$ cat src/rtl/tetris_pkg.sv
// Shared constants and types for the Tetris renderer: coordinate widths, screen size,
// piece rotation encoding and the I-piece cell texture.
package tetris_pkg;

  localparam int unsigned COORD_W   = 10;
  localparam int unsigned CELL_LOG2 = 4;
  localparam int unsigned SCREEN_W  = 640;
  localparam int unsigned SCREEN_H  = 480;
  localparam int unsigned ROM_AW    = 8;
  localparam int unsigned TEX_W     = 4;

  typedef enum logic {
    ROT_H = 1'b0,
    ROT_V = 1'b1
  } rot_t;

  typedef enum logic {
    PEND_EMPTY = 1'b0,
    PEND_FULL  = 1'b1
  } pend_state_t;

  // 16x16 cell image: index 1 frame, transparent 2x2 window in the middle,
  // diagonal stripes of indices 8..11 elsewhere.
  function automatic logic [TEX_W-1:0] tex_lookup(input logic [ROM_AW-1:0] addr);
    logic [3:0] tx;
    logic [3:0] ty;
    logic [3:0] sum;
    tx  = addr[3:0];
    ty  = addr[7:4];
    sum = tx + ty;
    if (tx == 4'd0 || tx == 4'd15 || ty == 4'd0 || ty == 4'd15) begin
      return 4'h1;
    end
    if ((tx == 4'd7 || tx == 4'd8) && (ty == 4'd7 || ty == 4'd8)) begin
      return 4'h4;
    end
    return {2'b10, sum[1:0]};
  endfunction

endpackage

$ cat src/rtl/tetris_I_rom.sv
// 256x4 synchronous-read texture ROM for the I-piece cell; data appears one cycle
// after the address. The image is generated from tex_lookup so it lives with the source.
module tetris_I_rom
  import tetris_pkg::*;
(
  input  logic              clk,
  input  logic [ROM_AW-1:0] i_addr,
  output logic [TEX_W-1:0]  o_data
);

  logic [TEX_W-1:0] r_data;

  always_ff @(posedge clk) begin
    r_data <= tex_lookup(i_addr);
  end

  assign o_data = r_data;

endmodule

$ cat src/rtl/tetris_i_sprite_fetch.sv
// Per-pixel fetch stage for the falling I-piece: hit test, texture ROM read and
// registered palette index, with piece position committed only on vsync falling edge.
module tetris_i_sprite_fetch #(
  parameter int unsigned CELL_LOG2  = tetris_pkg::CELL_LOG2,
  parameter logic [3:0]  TRANSP_IDX = 4'h4
) (
  input  logic                            clk,
  input  logic                            rst_n,
  input  logic [tetris_pkg::COORD_W-1:0]  draw_x,
  input  logic [tetris_pkg::COORD_W-1:0]  draw_y,
  input  logic                            vs,
  input  logic                            pos_valid,
  output logic                            pos_ready,
  input  logic [tetris_pkg::COORD_W-1:0]  pos_x,
  input  logic [tetris_pkg::COORD_W-1:0]  pos_y,
  input  logic                            pos_rot,
  output logic [3:0]                      pix_index,
  output logic                            pix_hit
);

  import tetris_pkg::*;

  localparam logic [COORD_W:0] LIM_CELL  = (COORD_W + 1)'(1 << CELL_LOG2);
  localparam logic [COORD_W:0] LIM_PIECE = (COORD_W + 1)'(4 << CELL_LOG2);

  pend_state_t        r_pend_state;
  pend_state_t        w_pend_next;
  logic [COORD_W-1:0] r_pend_x;
  logic [COORD_W-1:0] r_pend_y;
  rot_t               r_pend_rot;

  logic               r_act_on;
  logic [COORD_W-1:0] r_act_x;
  logic [COORD_W-1:0] r_act_y;
  rot_t               r_act_rot;

  logic               r_vs_d;
  logic               w_edge;
  logic               w_commit_pend;
  logic               w_bypass;
  logic               w_load;

  logic [COORD_W:0]   w_dx;
  logic [COORD_W:0]   w_dy;
  logic [COORD_W:0]   w_dx_lim;
  logic [COORD_W:0]   w_dy_lim;
  logic               w_raw_hit;
  logic [ROM_AW-1:0]  w_rom_addr;
  logic [TEX_W-1:0]   w_tex;

  logic               r_hit1;
  logic [3:0]         r_pix_index;
  logic               r_pix_hit;

  assign pos_ready     = (r_pend_state == PEND_EMPTY);
  assign w_edge        = r_vs_d && !vs;
  assign w_commit_pend = w_edge && (r_pend_state == PEND_FULL);
  // An offer landing on the vsync edge with nothing pending goes straight to the
  // committed register; loading pending as well would replay it next frame.
  assign w_bypass      = w_edge && (r_pend_state == PEND_EMPTY) && pos_valid;
  assign w_load        = pos_valid && pos_ready && !w_bypass;

  always_comb begin
    w_pend_next = r_pend_state;
    case (r_pend_state)
      PEND_EMPTY: if (w_load) w_pend_next = PEND_FULL;
      PEND_FULL:  if (w_edge) w_pend_next = PEND_EMPTY;
      default:    w_pend_next = PEND_EMPTY;
    endcase
  end

  always_ff @(posedge clk or negedge rst_n) begin
    if (!rst_n) begin
      r_pend_state <= PEND_EMPTY;
      r_pend_x     <= '0;
      r_pend_y     <= '0;
      r_pend_rot   <= ROT_H;
    end else begin
      r_pend_state <= w_pend_next;
      if (w_load) begin
        r_pend_x   <= pos_x;
        r_pend_y   <= pos_y;
        r_pend_rot <= rot_t'(pos_rot);
      end
    end
  end

  always_ff @(posedge clk or negedge rst_n) begin
    if (!rst_n) begin
      r_vs_d    <= 1'b1;
      r_act_on  <= 1'b0;
      r_act_x   <= '0;
      r_act_y   <= '0;
      r_act_rot <= ROT_H;
    end else begin
      r_vs_d <= vs;
      if (w_commit_pend) begin
        r_act_on  <= 1'b1;
        r_act_x   <= r_pend_x;
        r_act_y   <= r_pend_y;
        r_act_rot <= r_pend_rot;
      end else if (w_bypass) begin
        r_act_on  <= 1'b1;
        r_act_x   <= pos_x;
        r_act_y   <= pos_y;
        r_act_rot <= rot_t'(pos_rot);
      end
    end
  end

  // 11-bit difference: the top bit flags a pixel left of / above the piece.
  assign w_dx = {1'b0, draw_x} - {1'b0, r_act_x};
  assign w_dy = {1'b0, draw_y} - {1'b0, r_act_y};

  always_comb begin
    w_dx_lim = LIM_PIECE;
    w_dy_lim = LIM_CELL;
    if (r_act_rot == ROT_V) begin
      w_dx_lim = LIM_CELL;
      w_dy_lim = LIM_PIECE;
    end
  end

  assign w_raw_hit  = r_act_on && !w_dx[COORD_W] && !w_dy[COORD_W] &&
                      (w_dx < w_dx_lim) && (w_dy < w_dy_lim);
  assign w_rom_addr = ROM_AW'({w_dy[CELL_LOG2-1:0], w_dx[CELL_LOG2-1:0]});

  tetris_I_rom u_rom (
    .clk    (clk),
    .i_addr (w_rom_addr),
    .o_data (w_tex)
  );

  always_ff @(posedge clk or negedge rst_n) begin
    if (!rst_n) begin
      r_hit1      <= 1'b0;
      r_pix_index <= '0;
      r_pix_hit   <= 1'b0;
    end else begin
      r_hit1      <= w_raw_hit;
      r_pix_index <= r_hit1 ? w_tex : '0;
      r_pix_hit   <= r_hit1 && (w_tex != TRANSP_IDX);
    end
  end

  assign pix_index = r_pix_index;
  assign pix_hit   = r_pix_hit;

endmodule

$ cat config.mk
export PLATFORM = sky130hd
export DESIGN_NAME = tetris_i_sprite_fetch
export DESIGN_NICKNAME = d
export VERILOG_FILES = /design/src/rtl/tetris_pkg.sv /design/src/rtl/tetris_I_rom.sv /design/src/rtl/tetris_i_sprite_fetch.sv
export SDC_FILE = /design/constraint.sdc
export NUM_CORES = 1
export LEC_CHECK = 0
export ABC_AREA = 1
export ABC_CLOCK_PERIOD_IN_PS = 6160
export CAP_MARGIN = 20
export CORE_MARGIN = 1.5
export CORE_UTILIZATION = 50
export DETAILED_ROUTE_END_ITERATION = 10
export PLACE_DENSITY = 0.74
export REMOVE_ABC_BUFFERS = 1
export SETUP_SLACK_MARGIN = 0.02
export SLEW_MARGIN = 20
export SYNTH_ARGS = -nofsm -noshare
export SYNTH_HDL_FRONTEND = slang
export SYNTH_SLANG_ARGS = --single-unit
$ cat constraint.sdc
create_clock -name clk -period 6.16 [get_ports clk]
set_input_delay 1.232 -clock clk [delete_from_list [all_inputs] [get_ports clk]]
set_output_delay 1.232 -clock clk [all_outputs]
set_load 0.01 [all_outputs]
==> results.txt <==
----------------------------------------------------
[Status]
  Result of the run ... finished clean

[Detailed routing]
  Number of nets still failing antenna checks after routing ... 0
  Via count normalized by instance count ... 4.858
  Detailed Route Iter0 Violations ... around 140
  Count of vias placed by the detailed router ... around 3.1k
  1st-pass router iterations ... 5
  Total wire length after detailed routing ... between 7000 and 8000 um
  Number of design rule violations left after detail routing ... 0
  Average wire per standard cell ... 11.20 um

[Timing]
  Slew Limit Headroom ... 45.78%
  Setup violations, final ... 0
  Min setup slack post-route ... 2758 ps
  Worst Hold Margin ... 429.8 ps
  Unrepaired setup endpoints after global routing ... false
  Minimum clock period ... 3402 ps
  Sum of negative setup slack ... 0 ps
  Final hold violation count ... 0
  Worst Clk Skew ... roughly 6.4 ps
  Transition time at the pin with the least slew margin ... 811.3 ps
  F_max ... just under 0.3 GHz
  Share of the clock period used by the worst path after layout ... between 50% and 60%
  Max-slew violation count ... 0

[Synth]
  Flip-flop and latch count after synthesis ... 55
  Compound-Gate Fraction of Synth Area ... a little over an eighth
  Top cells by area, synth ... sky130_fd_sc_hd__dfrtp_1, sky130_fd_sc_hd__nand2_1, sky130_fd_sc_hd__inv_1
  Combinational family with the most area after synthesis ... simple AND/OR/NAND/NOR gates
  Number of instances in the synthesized netlist ... 500
  Part of the Yosys area used for sequential elements ... 37.54%
  Simple-Gate Fraction of Synth Area ... 24.15%
  Synthesized-area fraction occupied by adder cells ... a little under a tenth
  Area fraction of the dominant cell type after synthesis ... between 30 and 40%
  Mean instance size in the synthesized netlist ... 7.232 sq um
  Mux share of post-synthesis cell area ... 0%
  Combined area of all synthesized cells ... 3616 sq um
  Unique masters post-synth ... 34
  Cell type contributing the most total cell area after synthesis ... sky130_fd_sc_hd__dfrtp_1
  XOR/XNOR Fraction of Synth Area ... under 10%
  Warnings, synthesis ... 0

[Floorplanning]
  Area of the core region ... 6907 sq um
  Die width ... 88.04 um
  Initial cell density of the core ... a little over half
  Core Rows ... 30
  Num ports ... 51
  Height of the die ... between 80 and 90 um
  Die footprint ... 7751 sq um

[Global route]
  Leftover overflow at the end of global routing ... 0
  Vias in the first global route ... 2860
  Pin count of the biggest net entering global routing ... 52
  Total GRT Usage ... 19.85%
  Initial antenna violation count ... 0
  Wire length of the first global-routing pass ... 12360 um

[Clock network]
  CTS Buffer Depth ... 2
  Number of levels the H-tree was split into ... 2
  Clock Tree Root ... sky130_fd_sc_hd__clkbuf_8
  Clk slew on worst S/H paths ... 100 ps
  Sinks on the clock net ... 55
  Worst skew pair latency ... 310 ps
  Number of buffers created by CTS ... 5
  Count of buffers added by post-CTS timing repair for setup ... 0
  CTS tree ... done
  Post-cts resize count ... 0
  Number of hold-repair buffers added at the cts stage ... 0

[Critical path]
  Number of cells traversed by the worst register-to-register path ... 15
  Internal reg-to-reg setup slack ... 3760 ps
  Capturing element type of the critical path ... flop
  WP data required ... 6400 ps
  Crit start category ... input pin
  Arrival time reported for the critical path endpoint ... around 3700 ps
  Critical path fanouts, max ... 3
  Type of the setup path with the least slack ... in2reg

[Pwr]
  Maximum resistive drop on vdd ... 0.1164 mV
  Power per cell area ... 271.7 nW/um^2
  LEAKAGE ... 2.274 nW

[Layout]
  Final #Nets ... 616
  Fill cells ... 669
  Final antenna diode count ... 0
  Utilization after layout ... 61.94%
  Ratio of cells with drive above 1 in the final layout ... 6.216%
  Layout Area Growth over Synthesis ... 18.30%

[Flow run]
  Max Cap Violations ... 0

[Place]
  Number of port buffers ... 50
  Half-perimeter wire length of the detailed placement result ... 5329 um
  Routability congestion estimate from global placement ... 0.8799
  Setup Slack @ Placement ... between 2000 and 2500 ps

[Min path]
  Worst min-delay path category ... reg2reg
  Number of stages on the worst hold path ... 2

----------------------------------------------------
==> worst max-delay path, stage by stage <==
cell and delay [ps]:
sky130_fd_sc_hd__clkdlybuf4s50_1 460, sky130_fd_sc_hd__inv_1 40, sky130_fd_sc_hd__ha_1 220, sky130_fd_sc_hd__fa_1 420, sky130_fd_sc_hd__nor2_1 180, sky130_fd_sc_hd__nor2_1 70
sky130_fd_sc_hd__o21ai_0 180, sky130_fd_sc_hd__xor2_1 100, sky130_fd_sc_hd__ha_1 180, sky130_fd_sc_hd__nor2_1 90, sky130_fd_sc_hd__nand2_1 50, sky130_fd_sc_hd__a21oi_1 110
sky130_fd_sc_hd__nand2_1 60, sky130_fd_sc_hd__nor2_1 80, sky130_fd_sc_hd__nand2_1 50, sky130_fd_sc_hd__nor2_1 90
==> power by group <==
part	internal, W	switching, W	total, W
clock	0.0000827	0.000128	0.000210
combinational	0.000204	0.000292	0.000496
sequential	0.000426	0.0000305	0.000456
total	0.000712	0.000450	0.00116
==> final cells by class <==
type                       count  area [sq um]  share of cell area, %
clock buffer                   5         68.82                  1.609
inverter                     103         386.6                  9.038
timing repair buffer          53         518.0                  12.11
sequential                    55          1358                  31.73
multi-input combinational    328          1804                  42.18
clock inverter                 3         22.52                 0.5265
tap                           96         120.1                  2.808
==> cell usage in the layout (no fill, tap or decap), drive strengths merged <==
| master | Yosys | layout |
|---|---|---|
| nand2 | 144 | 144 |
| inv | 103 | 105 |
| dfrtp | 50 | 50 |
| clkdlybuf4s50 | 0 | 49 |
| o21ai | 46 | 46 |
| nor2 | 34 | 34 |
| nand3 | 24 | 24 |
| ha | 23 | 23 |
| o211ai | 21 | 21 |
| a21oi | 15 | 15 |
| xnor2 | 6 | 6 |
| clkbuf | 9 | 5 |
| dfxtp | 4 | 4 |
| xor2 | 4 | 4 |
| buf | 5 | 4 |
| nand4 | 3 | 3 |
| nand3b | 2 | 2 |
| fa | 2 | 2 |
| o21a | 1 | 1 |
| o21bai | 1 | 1 |
| or2 | 1 | 1 |
| nor3 | 1 | 1 |
| clkinv | 0 | 1 |
| dfstp | 1 | 1 |
==> kinds of logic after synthesis <==
logic type / count (synthesis)
simple gates: 209
xor+xnor: 10
buf+inv: 117
fa+ha+maj: 25
compound gates: 84
flops: 55
==> metal layers <==
layer | global-route usage (%) | vias up | share of wire, %
li1 | - | 1640 | -
met1 | 26.78 | 1416 | 49
met2 | 33.45 | 60 | 46
met3 | 3.110 | 8 | 3.6
met4 | 4.972 | 0 | 1.0
met5 | 0 | - | 0
==> registers in the layout, summed over array words and instances, names as in the netlist, 4 cells and up <==
signal,count
r_act_x,10
u_rom.o_data,4
r_pend_y,10
r_pend_x,10
pix_index,4
r_act_y,10
==> metrics by stage <==
stage	std cells	power, W	cell area [sq um]
detailed placement	635	0.0009585	4187
global placement	635	0.0009463	4187
global route	643	0.001269	4278
finish	643	0.001162	4278
CTS	643	0.001171	4278
floorplan	486	0.0008374	3548
==> cell usage after synthesis, drive strengths merged <==
library cell  instances
nor2                 34
a21oi                15
fa                    2
or2                   1
dfrtp                50
dfxtp                 4
xor2                  4
clkbuf                9
xnor2                 6
buf                   5
nand3b                2
o21a                  1
o21ai                46
inv                 103
nand2               144
nand4                 3
o211ai               21
dfstp                 1
nor3                  1
ha                   23
o21bai                1
nand3                24
==> path summary, 6_finish.rpt <==
| path | to | from |
|---|---|---|
| max | r_hit1 | draw_y[0] |
| min | pix_index[1] | u_rom.o_data[1] |
| max reg2reg | r_hit1 | r_act_x[0] |
| min reg2reg | pix_index[1] | u_rom.o_data[1] |
| max in group asynchronous | r_act_y[4] | rst_n |
| min in group asynchronous | r_act_y[0] | rst_n |
No activity file was read; power rests on OpenSTA's default activity.
